## config.mk

```make
export PLATFORM = sky130hd
export DESIGN_NAME = regfile_wb_arbiter
export DESIGN_NICKNAME = d
export VERILOG_FILES = /design/src/rtl/regfile_wb_arbiter.sv
export SDC_FILE = /design/constraint.sdc
export NUM_CORES = 1
export LEC_CHECK = 0
export CAP_MARGIN = 20
export CORE_ASPECT_RATIO = 1.1
export CORE_MARGIN = 2
export CORE_UTILIZATION = 35
export DETAILED_ROUTE_END_ITERATION = 10
export PLACE_DENSITY_LB_ADDON = 0.1
export REMOVE_ABC_BUFFERS = 1
export SYNTH_ARGS = -nofsm -noshare
export SYNTH_HDL_FRONTEND = slang
export SYNTH_SLANG_ARGS = --single-unit
```

## constraint.sdc

```tcl
create_clock -name clk -period 5.1 [get_ports clk]
set_clock_uncertainty 0.05 [all_clocks]
set_input_delay 0.765 -clock clk [delete_from_list [all_inputs] [get_ports clk]]
set_output_delay 0.765 -clock clk [all_outputs]
set_load 0.005 [all_outputs]
```

## src/rtl/regfile_wb_arbiter.sv

```systemverilog
// ============================================================================
// Module   : regfile_wb_arbiter
// Brief    : Round-robin ALU/load write-back arbiter with a busy scoreboard
// Revision : 1.0
// ============================================================================
`default_nettype none

module regfile_wb_arbiter #(
    parameter int XLEN = 32
) (
    input  logic            clk,
    input  logic            reset,
    input  logic            alu_valid,
    input  logic [4:0]      alu_rd,
    input  logic [XLEN-1:0] alu_data,
    output logic            alu_ready,
    input  logic            mem_valid,
    input  logic [4:0]      mem_rd,
    input  logic [XLEN-1:0] mem_data,
    output logic            mem_ready,
    input  logic            issue_valid,
    input  logic [4:0]      issue_rd,
    output logic            issue_ready,
    input  logic [4:0]      rs1,
    input  logic [4:0]      rs2,
    output logic            rs1_busy,
    output logic            rs2_busy,
    output logic            RegWrite,
    output logic [4:0]      Rd,
    output logic [XLEN-1:0] Write_data
);

    // ptr = 0 gives the ALU priority on a tie, ptr = 1 gives the load path priority.
    logic            ptr;
    logic [31:0]     busy;
    logic [31:0]     set_mask;
    logic [31:0]     clr_mask;
    logic            accept;
    logic [4:0]      wb_rd;
    logic [XLEN-1:0] wb_data;

    always_comb begin
        alu_ready   = !reset && alu_valid && (!mem_valid || !ptr);
        mem_ready   = !reset && mem_valid && (!alu_valid || ptr);
        issue_ready = !reset && !busy[issue_rd];
        rs1_busy    = busy[rs1];
        rs2_busy    = busy[rs2];
        accept      = alu_ready || mem_ready;
        wb_rd       = alu_ready ? alu_rd   : mem_rd;
        wb_data     = alu_ready ? alu_data : mem_data;
    end

    // Set is applied after clear so a same-edge set/clear on one register leaves it busy.
    always_comb begin
        set_mask = '0;
        clr_mask = '0;
        if (issue_valid && issue_ready && (issue_rd != 5'd0)) begin
            set_mask[issue_rd] = 1'b1;
        end
        if (accept) begin
            clr_mask[wb_rd] = 1'b1;
        end
    end

    always_ff @(posedge clk or posedge reset) begin
        if (reset) begin
            ptr        <= 1'b0;
            busy       <= '0;
            RegWrite   <= 1'b0;
            Rd         <= 5'd0;
            Write_data <= '0;
        end else begin
            busy     <= ((busy & ~clr_mask) | set_mask) & 32'hFFFF_FFFE;
            RegWrite <= accept && (wb_rd != 5'd0);
            if (accept) begin
                ptr        <= alu_ready;
                Rd         <= wb_rd;
                Write_data <= wb_data;
            end
        end
    end

endmodule

`default_nettype wire

```

==> impl_metrics.tcl <==
set metrics [dict create \
    place.gp.congestion 0.849 \
    leakagePower_uw 0.00236 \
    routed_via_density 5.64 \
    layout-drive-gt1-share_pct 9.12 \
    fmax_ghz 0.245 \
    initial_core_util_pct 35.6 \
    final_hold_viol_count 0 \
    setup-tns-final_ns 0 \
    hp-class "reg -> reg" \
    synth_ff_type "dfrtp_1" \
    slew_headroom_pct 40.5 \
    grt_start_max_net_pins 72 \
    drt_pass1_iterations 8 \
    period_share_pct 80.1 \
    rsz0062_at_grt "false" \
    ir_worst_vdd_mv 0.149 \
    die_y_um 117 \
    setup_viol 0 \
    cts_made_buffers 9 \
    synth-edff-count 0 \
    criticalPathCategory "in -> out" \
    cp_max_fo 18 \
    drt_iter0_drc 239 \
    hold_buffers 0 \
    die_w_um 107 \
    cts_resized 0 \
    start_kind "input pin" \
    worst_pin_slew_ns 0.893 \
    drc 0 \
    grt_pass1_wl_mm 20.5 \
    ant_nets 0 \
    finalPower_uw 1870 \
    overflow 0 \
    coreArea_mm2 0.0114 \
    antenna_found_initial 0 \
    post-synth-top-count-cell "dfrtp_1" \
    post-cts-setup-buffers 0 \
    postRouteWirelength_mm 12.9 \
    synth_area_mm2 0.00405 \
    dp.cells 684 \
    hpwl_mm 9.24 \
    required_ns 4.28 \
    dieArea_mm2 0.0125 \
    syn-instance-count 422 \
    synth_top_cell_area_share_pct 43.2 \
    synth_area_leader_cell "dfrtp_1" \
    finalHoldWorstSlack_ns 0.435 \
    postSynthAreaPerCell_um2 9.60 \
    max_cap_viol_count 0 \
    synth_area_leaders "dfrtp_1 (43%), mux4_2 (7.2%), o31ai_1 (5.7%), nand2_1 (5.0%), a222oi_1 (4.7%)" \
    setup_ws_ns 1.01 \
    cts_tree "done" \
    synth_cell_types 44 \
    ys_seq_area_share_pct 43.2 \
    instances_no_fill 698 \
    io_pins 137 \
    wl_per_cell_um 18.5 \
    nets 639 \
    reg2reg_slack_ns 2.78 \
    track_usage_pct 21.2 \
    cp.arrival_ns 3.27 \
    pre_cts_ws_ns 1.03 \
    numPortBuffers 136 \
    end_kind "output port" \
    report.final.slew_viol_count 0 \
    insertion_delay_ns 0.33 \
    cts.clk_slew.worst_paths_ns 0.05 \
    period_minus_slack_ns 4.09 \
    num_rows 41 \
    diodes 0 \
    cts-root-buf "clkbuf_16" \
    clkSinkCount 70 \
    clk_path_buf_depth 2 \
    power_density_mw_per_mm2 321 \
    synthTopCellsByCount "dfrtp_1 (70), nand2_1 (54), o21ai_0 (35)" \
    cts_max_level 3 \
    layout-area-overhead-vs-synth_pct 43.7 \
    status "finished clean" \
    grt_pass1_vias 3910 \
    async_reset_ff_share_pct 100 \
    via_count 3937 \
    ys_warn_count 0 \
    ys_ff_latch 70 \
]
-- where the power goes --
group / internal [uW] / total [uW] / switching, uW
Sequential: 654 / 753 / 98.9
Clock: 400 / 613 / 213
Combinational: 295 / 503 / 208
Total: 1350 / 1870 / 520
-- final timing paths --
check | startpoint | to | cells after the start
worst min register to register | Rd[2] | Rd[2] | 2
worst max register to register | busy[9] | busy[9] | 5
max in group asynchronous | reset | busy[18] | 3
min in group asynchronous | reset | Write_data[14] | 3
worst max-delay path | issue_rd[0] | issue_ready | 7
worst min-delay path | Rd[2] | Rd[2] | 2
-- worst max-delay path, stage by stage --
cell             delay, ns
clkdlybuf4s50_1       0.48
buf_4                 0.26
mux4_1                0.59
a31o_2                0.28
a31oi_4               0.18
and4_1                0.21
clkdlybuf4s50_1       0.51
-- area by class of cell --
| class | instances | area, um^2 |
|---|---|---|
| Timing Repair Buffer | 144 | 1420 |
| Tap cell | 150 | 188 |
| Sequential cell | 70 | 1750 |
| Inverter | 28 | 105 |
| Fill cell | 1101 | 5570 |
| Clock inverter | 1 | 30.0 |
| Multi-Input combinational cell | 292 | 2070 |
| Clock buffer | 13 | 260 |
-- flip-flops by register name, summed over array words and instances, names as in the netlist --
signal	count
ptr	1
Write_data	32
busy	31
RegWrite	1
Rd	5
-- cell families after synthesis --
| kind of cell | Yosys count | synth area share [%] |
|---|---|---|
| flops | 70 | 43.2 |
| buf+inv | 60 | 5.87 |
| simple gates | 118 | 13.4 |
| mux | 34 | 13.6 |
| compound gates | 140 | 24.0 |
-- stage by stage --
step	util, %	area [um^2]
finish	51.1	5820
CTS	51.1	5820
global route	51.1	5820
floorplan	-	3920
global placement	48.6	5530
detailed placement	48.6	5530
-- cell usage in the layout, fill, tap and decap left out, types with 2 or more instances in the layout --
cell / count
clkdlybuf4s50_1: 136
dfrtp_1: 70
nand2_1: 54
o21ai_0: 35
o31ai_1: 31
inv_1: 27
nor2_1: 27
a31oi_1: 25
a222oi_1: 19
mux4_2: 13
mux2_2: 11
clkbuf_16: 9
a21oi_1: 8
mux2i_1: 8
buf_4: 8
a211oi_1: 6
o21ai_1: 5
nor3_1: 5
nand3_1: 5
nand2b_1: 4
nor2b_1: 3
nand4_1: 3
nand4b_1: 3
nor4b_1: 3
mux4_1: 2
or3_1: 2
or2_2: 2
a221oi_1: 2
clkbuf_1: 2
clkbuf_8: 2
-- layer usage --
metal  share of wire, %  vias up  wire length, um  global-route usage (%)
met2                 47      171             6000                    34.2
met5                  0        -                0                       0
met4                1.4        0              181                    7.62
met3                9.2       16             1190                    6.48
li1                   -     1848                -                       -
met1                 43     1902             5510                    27.2
(Power assumes the default switching activity.)
